$ cat src/rtl/keypad_pkg.sv
// Shared definitions for the hex keypad entry block: FSM encoding,
// default timing parameters, idle-row constant and a row-index helper.
package keypad_pkg;

    localparam int DEB_CYCLES_DEF  = 4;
    localparam int HOLD_CYCLES_DEF = 4;

    // All rows read high (pulled up) when no key in the driven column is down.
    localparam logic [3:0] ROW_IDLE = 4'b1111;

    typedef enum logic [1:0] {
        SCAN         = 2'd0,
        DEBOUNCE     = 2'd1,
        ACCEPT       = 2'd2,
        RELEASE_WAIT = 2'd3
    } state_t;

    // Index of the lowest-numbered active-low row; 0 when none is low.
    function automatic logic [1:0] lowest_low(input logic [3:0] rows);
        logic [1:0] idx;
        idx = 2'd0;
        for (int i = 3; i >= 0; i--) begin
            if (!rows[i]) idx = 2'(i);
        end
        return idx;
    endfunction

endpackage

$ cat src/rtl/hex_keypad_entry_if.sv
// Pin bundle of the keypad entry block. The block itself uses the slave
// modport; whatever drives the keypad rows and reads the word uses master.
//
// Handshake: Key_Valid is a one-cycle strobe with no back-pressure. Key_Code
// is valid whenever Key_Valid is high and holds the last accepted key after.
interface hex_keypad_entry_if;
    import keypad_pkg::*;

    logic [3:0]  Row;
    logic [3:0]  Col;
    logic        Sel;
    logic        Clr;
    logic [31:0] Data;
    logic [3:0]  Key_Code;
    logic        Key_Valid;
    state_t      state_dbg;

    modport master (
        output Row, Sel, Clr,
        input  Col, Data, Key_Code, Key_Valid, state_dbg
    );

    modport slave (
        input  Row, Sel, Clr,
        output Col, Data, Key_Code, Key_Valid, state_dbg
    );

endinterface

$ cat src/rtl/key_debounce.sv
// Row synchronizer plus a consecutive-cycle stability counter. The counter
// either watches one selected row for "held low" or the whole row bus for
// "all idle"; it restarts whenever the watched condition breaks or en drops.
module key_debounce
    import keypad_pkg::*;
#(
    parameter int DEB_CYCLES = DEB_CYCLES_DEF
) (
    input  logic       clk,
    input  logic       rst_n,
    input  logic [3:0] row_async,
    input  logic       en,
    input  logic       watch_idle,
    input  logic [1:0] row_idx,
    output logic [3:0] row_s,
    output logic       row_ok,
    output logic       stable
);

    localparam logic [7:0] DEB_LAST = 8'(DEB_CYCLES - 1);

    logic [3:0] row_meta_q, row_meta_d;
    logic [3:0] row_s_q, row_s_d;
    logic [7:0] cnt_q, cnt_d;

    // Synchronizer shift and stability counter next-state.
    always_comb begin
        row_meta_d = row_async;
        row_s_d    = row_meta_q;
        row_ok     = watch_idle ? (row_s_q == ROW_IDLE) : !row_s_q[row_idx];
        stable     = en && row_ok && (cnt_q == DEB_LAST);
        cnt_d      = 8'd0;
        if (en && row_ok && !stable) cnt_d = cnt_q + 8'd1;
    end

    // Synchronizer flops reset to idle so reset never looks like a press.
    always_ff @(posedge clk or negedge rst_n) begin
        if (!rst_n) begin
            row_meta_q <= ROW_IDLE;
            row_s_q    <= ROW_IDLE;
            cnt_q      <= 8'd0;
        end else begin
            row_meta_q <= row_meta_d;
            row_s_q    <= row_s_d;
            cnt_q      <= cnt_d;
        end
    end

    assign row_s = row_s_q;

endmodule

$ cat src/rtl/hex_keypad_entry.sv
// 4x4 hex keypad scanner: drives one column low at a time, debounces a
// detected key, emits its code once and shifts it into the selected half
// of a 32-bit word, then waits for a debounced release before rescanning.
module hex_keypad_entry
    import keypad_pkg::*;
#(
    parameter int DEB_CYCLES  = DEB_CYCLES_DEF,
    parameter int HOLD_CYCLES = HOLD_CYCLES_DEF
) (
    input  logic               CLK_S,
    input  logic               RST_N,
    hex_keypad_entry_if.slave  bus
);

    localparam logic [7:0] HOLD_LAST = 8'(HOLD_CYCLES - 1);

    state_t      state_q, state_d;
    logic [1:0]  col_q, col_d;
    logic [1:0]  row_q, row_d;
    logic [7:0]  hold_q, hold_d;
    logic [31:0] data_q, data_d;
    logic [3:0]  key_code_q, key_code_d;

    logic [3:0]  row_s;
    logic        row_ok;
    logic        stable;

    key_debounce #(.DEB_CYCLES(DEB_CYCLES)) u_deb (
        .clk        (CLK_S),
        .rst_n      (RST_N),
        .row_async  (bus.Row),
        .en         ((state_q == DEBOUNCE) || (state_q == RELEASE_WAIT)),
        .watch_idle (state_q == RELEASE_WAIT),
        .row_idx    (row_q),
        .row_s      (row_s),
        .row_ok     (row_ok),
        .stable     (stable)
    );

    // FSM next-state, column stepping and data word update.
    always_comb begin
        state_d    = state_q;
        col_d      = col_q;
        row_d      = row_q;
        hold_d     = 8'd0;
        data_d     = data_q;
        key_code_d = key_code_q;
        case (state_q)
            SCAN: begin
                if (hold_q == HOLD_LAST) begin
                    if (row_s != ROW_IDLE) begin
                        row_d   = lowest_low(row_s);
                        state_d = DEBOUNCE;
                    end else begin
                        col_d = col_q + 2'd1;
                    end
                end else begin
                    hold_d = hold_q + 8'd1;
                end
            end
            DEBOUNCE: begin
                if (!row_ok) begin
                    state_d = SCAN;
                    col_d   = col_q + 2'd1;
                end else if (stable) begin
                    state_d    = ACCEPT;
                    key_code_d = {row_q, col_q};
                end
            end
            ACCEPT: begin
                state_d = RELEASE_WAIT;
                // The top nibble of the edited half falls off; halves never mix.
                if (bus.Sel) data_d[15:0]  = {data_q[11:0], key_code_q};
                else         data_d[31:16] = {data_q[27:16], key_code_q};
            end
            RELEASE_WAIT: begin
                if (stable) begin
                    state_d = SCAN;
                    col_d   = col_q + 2'd1;
                end
            end
            default: state_d = SCAN;
        endcase
        if (bus.Clr) data_d = 32'd0;
    end

    // State and datapath registers.
    always_ff @(posedge CLK_S or negedge RST_N) begin
        if (!RST_N) begin
            state_q    <= SCAN;
            col_q      <= 2'd0;
            row_q      <= 2'd0;
            hold_q     <= 8'd0;
            data_q     <= 32'd0;
            key_code_q <= 4'd0;
        end else begin
            state_q    <= state_d;
            col_q      <= col_d;
            row_q      <= row_d;
            hold_q     <= hold_d;
            data_q     <= data_d;
            key_code_q <= key_code_d;
        end
    end

    assign bus.Col       = ~(4'b0001 << col_q);
    assign bus.Data      = data_q;
    assign bus.Key_Code  = key_code_q;
    assign bus.Key_Valid = (state_q == ACCEPT);
    assign bus.state_dbg = state_q;

endmodule

$ cat src/flat_wrapper.sv
// flat-port wrapper written by rule: the top's interface ports become plain ports
module hex_keypad_entry_flat import keypad_pkg::*;
#(
    parameter int DEB_CYCLES  = DEB_CYCLES_DEF,
    parameter int HOLD_CYCLES = HOLD_CYCLES_DEF
)
  (CLK_S, RST_N, bus_Row, bus_Sel, bus_Clr, bus_Col, bus_Data, bus_Key_Code, bus_Key_Valid, bus_state_dbg);
  hex_keypad_entry_if bus_i ();
  input  logic CLK_S;
  input  logic RST_N;
  input wire logic [$bits(bus_i.Row)-1:0] bus_Row;
  input wire logic [$bits(bus_i.Sel)-1:0] bus_Sel;
  input wire logic [$bits(bus_i.Clr)-1:0] bus_Clr;
  output wire logic [$bits(bus_i.Col)-1:0] bus_Col;
  output wire logic [$bits(bus_i.Data)-1:0] bus_Data;
  output wire logic [$bits(bus_i.Key_Code)-1:0] bus_Key_Code;
  output wire logic [$bits(bus_i.Key_Valid)-1:0] bus_Key_Valid;
  output wire logic [$bits(bus_i.state_dbg)-1:0] bus_state_dbg;
  assign bus_i.Row = bus_Row;
  assign bus_i.Sel = bus_Sel;
  assign bus_i.Clr = bus_Clr;
  assign bus_Col = bus_i.Col;
  assign bus_Data = bus_i.Data;
  assign bus_Key_Code = bus_i.Key_Code;
  assign bus_Key_Valid = bus_i.Key_Valid;
  assign bus_state_dbg = bus_i.state_dbg;
  hex_keypad_entry #(.DEB_CYCLES(DEB_CYCLES), .HOLD_CYCLES(HOLD_CYCLES)) u_core (.CLK_S(CLK_S), .RST_N(RST_N), .bus(bus_i));
endmodule
$ cat config.mk
export PLATFORM = sky130hd
export DESIGN_NAME = hex_keypad_entry_flat
export DESIGN_NICKNAME = d
export VERILOG_FILES = /design/src/rtl/keypad_pkg.sv /design/src/rtl/hex_keypad_entry_if.sv /design/src/rtl/key_debounce.sv /design/src/rtl/hex_keypad_entry.sv /design/src/flat_wrapper.sv
export SDC_FILE = /design/constraint.sdc
export NUM_CORES = 1
export LEC_CHECK = 0
export ABC_AREA = 1
export CORE_ASPECT_RATIO = 1.4
export CORE_MARGIN = 2
export CORE_UTILIZATION = 54
export CTS_BUF_LIST = sky130_fd_sc_hd__clkbuf_4 sky130_fd_sc_hd__clkbuf_8
export CTS_CLUSTER_DIAMETER = 60
export CTS_CLUSTER_SIZE = 16
export DETAILED_ROUTE_END_ITERATION = 16
export HOLD_SLACK_MARGIN = 0.02
export PLACE_DENSITY = 0.87
export SLEW_MARGIN = 15
export SYNTH_ARGS = -nofsm -noshare
export SYNTH_HDL_FRONTEND = slang
export SYNTH_SLANG_ARGS = --single-unit
$ cat constraint.sdc
create_clock -name CLK_S -period 1.66 [get_ports CLK_S]
set_input_delay 0.166 -clock CLK_S [delete_from_list [all_inputs] [get_ports CLK_S]]
set_output_delay 0.166 -clock CLK_S [all_outputs]
set_load 0.02 [all_outputs]
---- Yosys cells after proc, flatten, opt, wreduce, memory -nomap -nowiden ----
Index checks and enable logic that the tools add are counted.
storage, ports and cells
  logic and storage cells ................. 71
  bits of input ports ..................... 8
  register bits ........................... 66
  output and inout bits ................... 43
cells by class
  magnitude comparators ................... 1
  bitwise operators ....................... 1
  eq/ne operators ......................... 14
  reductions and logical operators ........ 16
  mux-type cells .......................... 25
  shifts and indexed selects .............. 1
  add/subtract/negate cells ............... 3
operators by type and width
  cell                                                 count
  2-to-1 mux 32 bit                                    2
  2-to-1 mux 16 bit                                    2
  2-to-1 mux 2 bit                                     13
  2-to-1 mux 8 bit                                     3
  adder 8 x 1 -> 8 bit (second input constant)         2
  == test 8 x 2 -> 1 bit (second input constant)       2
  != test 2 x 1 -> 1 bit (second input constant)       4
  one-hot mux 2 bit (4 select lines)                   1
  one-hot mux 2 bit (3 select lines)                   1
  AND reduction 3 bit                                  2
  AND reduction 5 bit                                  1
  == test 2 bit (second input constant)                2
  == test 4 bit (second input constant)                1
  != test 2 bit (second input constant)                2
  != test 4 bit (second input constant)                1
  NOT 4 bit                                            1
  AND reduction 2 bit                                  2
  AND reduction 4 bit                                  1
  nonzero test 2 bit                                   2
  << shifter 1 x 2 -> 4 bit (first input constant)     1
  logical AND 1 bit                                    3
  < comparator 2 x 3 -> 1 bit (second input constant)  1
  != test 3 bit (second input constant)                1
  nonzero test 3 bit                                   1
  other kinds (7)                                      9

---- Logic depth before layout (Yosys ltp) ----
  word-level depth ........................ 9
  depth in mapped cells ................... 10
  mapped depth without buffers ............ 10

---- By module ----
Synthesis repeated with hierarchy kept, for this count alone.
unflattened totals
  cell total of the unflattened synthesis .. 312
  area, all modules ....................... 2937.8 µm²
modules (own cells, without submodules)
  module            cells an instance  area each (µm²)  instances  seq. area each (µm²)
  hex_keypad_entry  245                2243.4           1          1251.2
  key_debounce      67                 694.4            1          410.4

---- Worst setup path before layout ----
Ideal clock, no wire load.
  path type ............................... reg-to-reg
  from .................................... reg with a tool-made name
  to ...................................... reg u_core.data_q[3], in the netlist u_core.bus.Data[3]
  path buffers ............................ 0
  cell stages (with the launch flop) ...... 6
  data arrival time ....................... 1.396 ns
  library setup time ...................... 0.125 ns
  setup slack ............................. 0.139 ns
  required time ........................... 1.535 ns
  period minus slack after synthesis ...... 1.521 ns
  path through ............................ dfrtp_1 -> inv_2 -> nor2_4 -> inv_2 -> o21ai_4 -> mux2_2
RTL lines
  item                    line                     text
  end signal: assignment  hex_keypad_entry.sv:101  data_q <= data_d;
  end: declaration        hex_keypad_entry.sv:21   logic [31:0] data_q, data_d;

---- Worst setup path after layout ----
  from .................................... reg u_core.col_q[0]
  to ...................................... out bus_Col[2]
on the way
  word-level cells in the longest chain between the ends .. 2
RTL lines
  item                       line                     text
  start: declaration         hex_keypad_entry.sv:18   logic [1:0] col_q, col_d;
  start signal: assignment   hex_keypad_entry.sv:98   col_q <= col_d;
  << shifter 1 x 2 -> 4 bit  hex_keypad_entry.sv:106  assign bus.Col = ~(4'b0001 << col_q);
  NOT 4 bit                  hex_keypad_entry.sv:106
  end: declaration           flat_wrapper.sv:14       output wire logic [$bits(bus_i.Col)-1:0] bus_Col;
Every way passes these cells.

==> reports/metrics.cfg <==
[run_status]
status = completed

[worst_setup_path]
r2r.worst_path.cells = 8
timing.critical_path.slowest_stage_cell = dfrtp_1
rr_startpoint = u_core.u_deb.row_s[1]$_DFF_PN1_
crit_path_start = u_core.col_q[0]$_DFFE_PN0P_
rrSetupSlack_ps = 130
cp_common_cell = inv_1
cp_top_family = buffers and inverters
critPathKind = reg -> out
required_ps = 1490
crit_fanout = 4
crit_path_max_incr_delay_ps = 400
worstReg2RegEnd = u_core.bus.state_dbg[0]$_DFFE_PN0P_
startpoint_type = flop
end_kind = primary output
worst-path-buf-inv = 3
worstPathArrival_ps = 1390
crit_chain = inv_1, ha_1, inv_1, clkdlybuf4s15_1

[layout]
final_common_cell = inv_1
layout_common_cells = inv_1, dfrtp_1, clkdlybuf4s50_1
fin_nets = 381
final_cells = 437
final_cell_area_um2 = 3710
antennaDiodeCount = 0
area_delta_synth_final_pct = 29.3
drive_above_1_share_pct = 13.2
fin_util_pct = 72.0

[power]
vdd_drop_max_mv = 1.12
p_total_mw = 4.90
power.density_nw_per_um2 = 1320
p_leak_nw = 1.67

[timing]
timing.final.ws_setup_ps = 107
tightest_slew_ps = 388
slew_headroom_pct = 73.9
clock_skew_ps = 7.55
hold_violations = 0
min_period_ps = 1550
hold_ws_ps = 227
max_clock_freq_ghz = 0.644
finalSetupViolCount = 0
setup-tns-final_ps = 0
period_share_pct = 93.6
rsz0062_at_grt = no
finalMaxSlewViolations = 0

[floorplanning]
core_um2 = 5160
die_h_um = 90.3
start_util_pct = 55.7
io_pins = 51
die-area_um2 = 5930
die_w_um = 65.6
rows = 31

[placed_design]
io_buffers = 50
dpl_worst_slack_ps = 54.5
dp.cells = 421
place_congestion = 0.820
placement.cell_area_um2 = 3460
place_hpwl_um = 3910

[yosys]
avgSynthCellArea_um2 = 9.45
async_flop_share_pct = 100
synthCells = 304
synth_warnings = 0
synth_enable_flop_cells = 0
yosysSeqAreaShare_pct = 57.8
ys_seq_elements = 66
ys.flop_type = dfrtp_1
synthesis.area_um2 = 2870
synthDistinctLibCells = 31
syn_nets = 318

[detailed_routing]
dr.first_iter.drc_count = 242
drt_pass1_iterations = 5
via_per_inst = 5.13
drc_errors = 0
ant_nets = 0
wl_um = 5490
vias = 2241
wl_per_cell_um = 12.6

[clocking]
postCtsSetupRepairBufs = 0
cts_sinks = 66
root_buffer = clkbuf_8
clock_path_buffers = 2
clkLatencyLatePin_ps = 340
cts_tree = yes
htree_levels = 3
numCtsBuffers = 9
clkTransAtPathRegs_ps = 70

[global_route]
grt_max_degree = 67
grt_pass1_wl_um = 9630
gr-usage-all-layers_pct = 21.2
grt_remaining_overflow = 0
antenna_found_initial = 0
grt_pass1_vias = 2219

[hold_path]
holdPathStages = 1
hold_class = in -> reg
whs_endpoint = u_core.u_deb.row_meta_q[1]$_DFF_PN1_
hp-start = bus_Row[1]

[job]
maxCapViolCount = 0

registers in the layout, indices dropped and copies added (netlist names), named ones only:
signal,cells
u_core.bus.Data,32
u_core.bus.Key_Code,4
u_core.bus.state_dbg,1
u_core.col_q,2
u_core.hold_q,8
u_core.row_q,2
u_core.u_deb.cnt_q,8
u_core.u_deb.row_meta_q,4
u_core.u_deb.row_s,4
final cells by class:
| class | count | area (um^2) |
|---|---|---|
| flip-flops and latches | 66 | 1660 |
| repair buffers | 56 | 548 |
| clock inverters | 5 | 103 |
| multi-input cells | 164 | 918 |
| well taps | 66 | 82.6 |
| fillers | 382 | 1450 |
| inverters | 70 | 263 |
| clock buffers | 10 | 138 |
layer usage:
metal	track usage (%)	vias to the layer above	share of wire, %
met5	0	-	0
met3	5.24	13	5.0
met2	35.5	74	53
li1	-	1103	-
met4	11.3	0	2.7
met1	24.5	1051	39
cells by family (layout without fill, tap and decap cells):
logic type	Yosys count	count (layout)	share of synthesized area, %
muxes	2	2	0.784
adders and majority gates	6	6	2.61
AOI/OAI and AO/OA	48	48	10.1
DFF	66	66	57.8
buffers and inverters	74	141	10.5
and+or+nand+nor	105	105	17.2
xor gates and xnor gates	3	3	0.915
synth_stat cells (2+ instances only):
cell type	count	area, um^2
inv_1	65	244
dfrtp_1	58	1450
nand2_1	37	139
nor2_1	23	86.3
nand3_1	21	105
o22ai_1	18	113
o21ai_0	17	85.1
dfstp_2	8	210
nor3_1	7	35.0
ha_1	6	75.1
o21ai_1	5	25.0
inv_2	4	15.0
a21oi_1	3	15.0
and3_1	3	18.8
nand4_1	3	18.8
nor2_2	3	18.8
xor2_1	3	26.3
a31oi_1	2	12.5
buf_4	2	15.0
buf_6	2	22.5
mux2_2	2	22.5
nor3b_1	2	15.0
o21ai_4	2	32.5
report_power, final:
group / total [mW] / internal (mW) / switching (mW) / leakage (nW)
logic: 1.30 / 0.501 / 0.798 / 0.670
clock network: 1.61 / 1.03 / 0.582 / 0.118
registers: 1.99 / 1.81 / 0.180 / 0.882
total: 4.90 / 3.33 / 1.56 / 1.67
worst max-delay path by stage:
stage                                       to  slack [ps]  cells past startpoint
5_1_grt                             bus_Col[2]        0.02                      4
2_1_floorplan   u_core.bus.Data[3]$_DFFE_PN0P_         140                      5
4_1_cts                       bus_state_dbg[1]          20                      1
3_3_place_gp   u_core.bus.Data[22]$_DFFE_PN0P_         100                      4
3_5_place_dp   u_core.bus.Data[30]$_DFFE_PN0P_          50                      4
6_report                            bus_Col[2]         110                      4
timing repair:
action,CTS,global route
setup endpoints to repair,6,7
hold buffers,1,0
hold endpoints to repair,58,0
resized for setup,6,7
gates cloned,0,0
(Power assumes the default switching activity.)
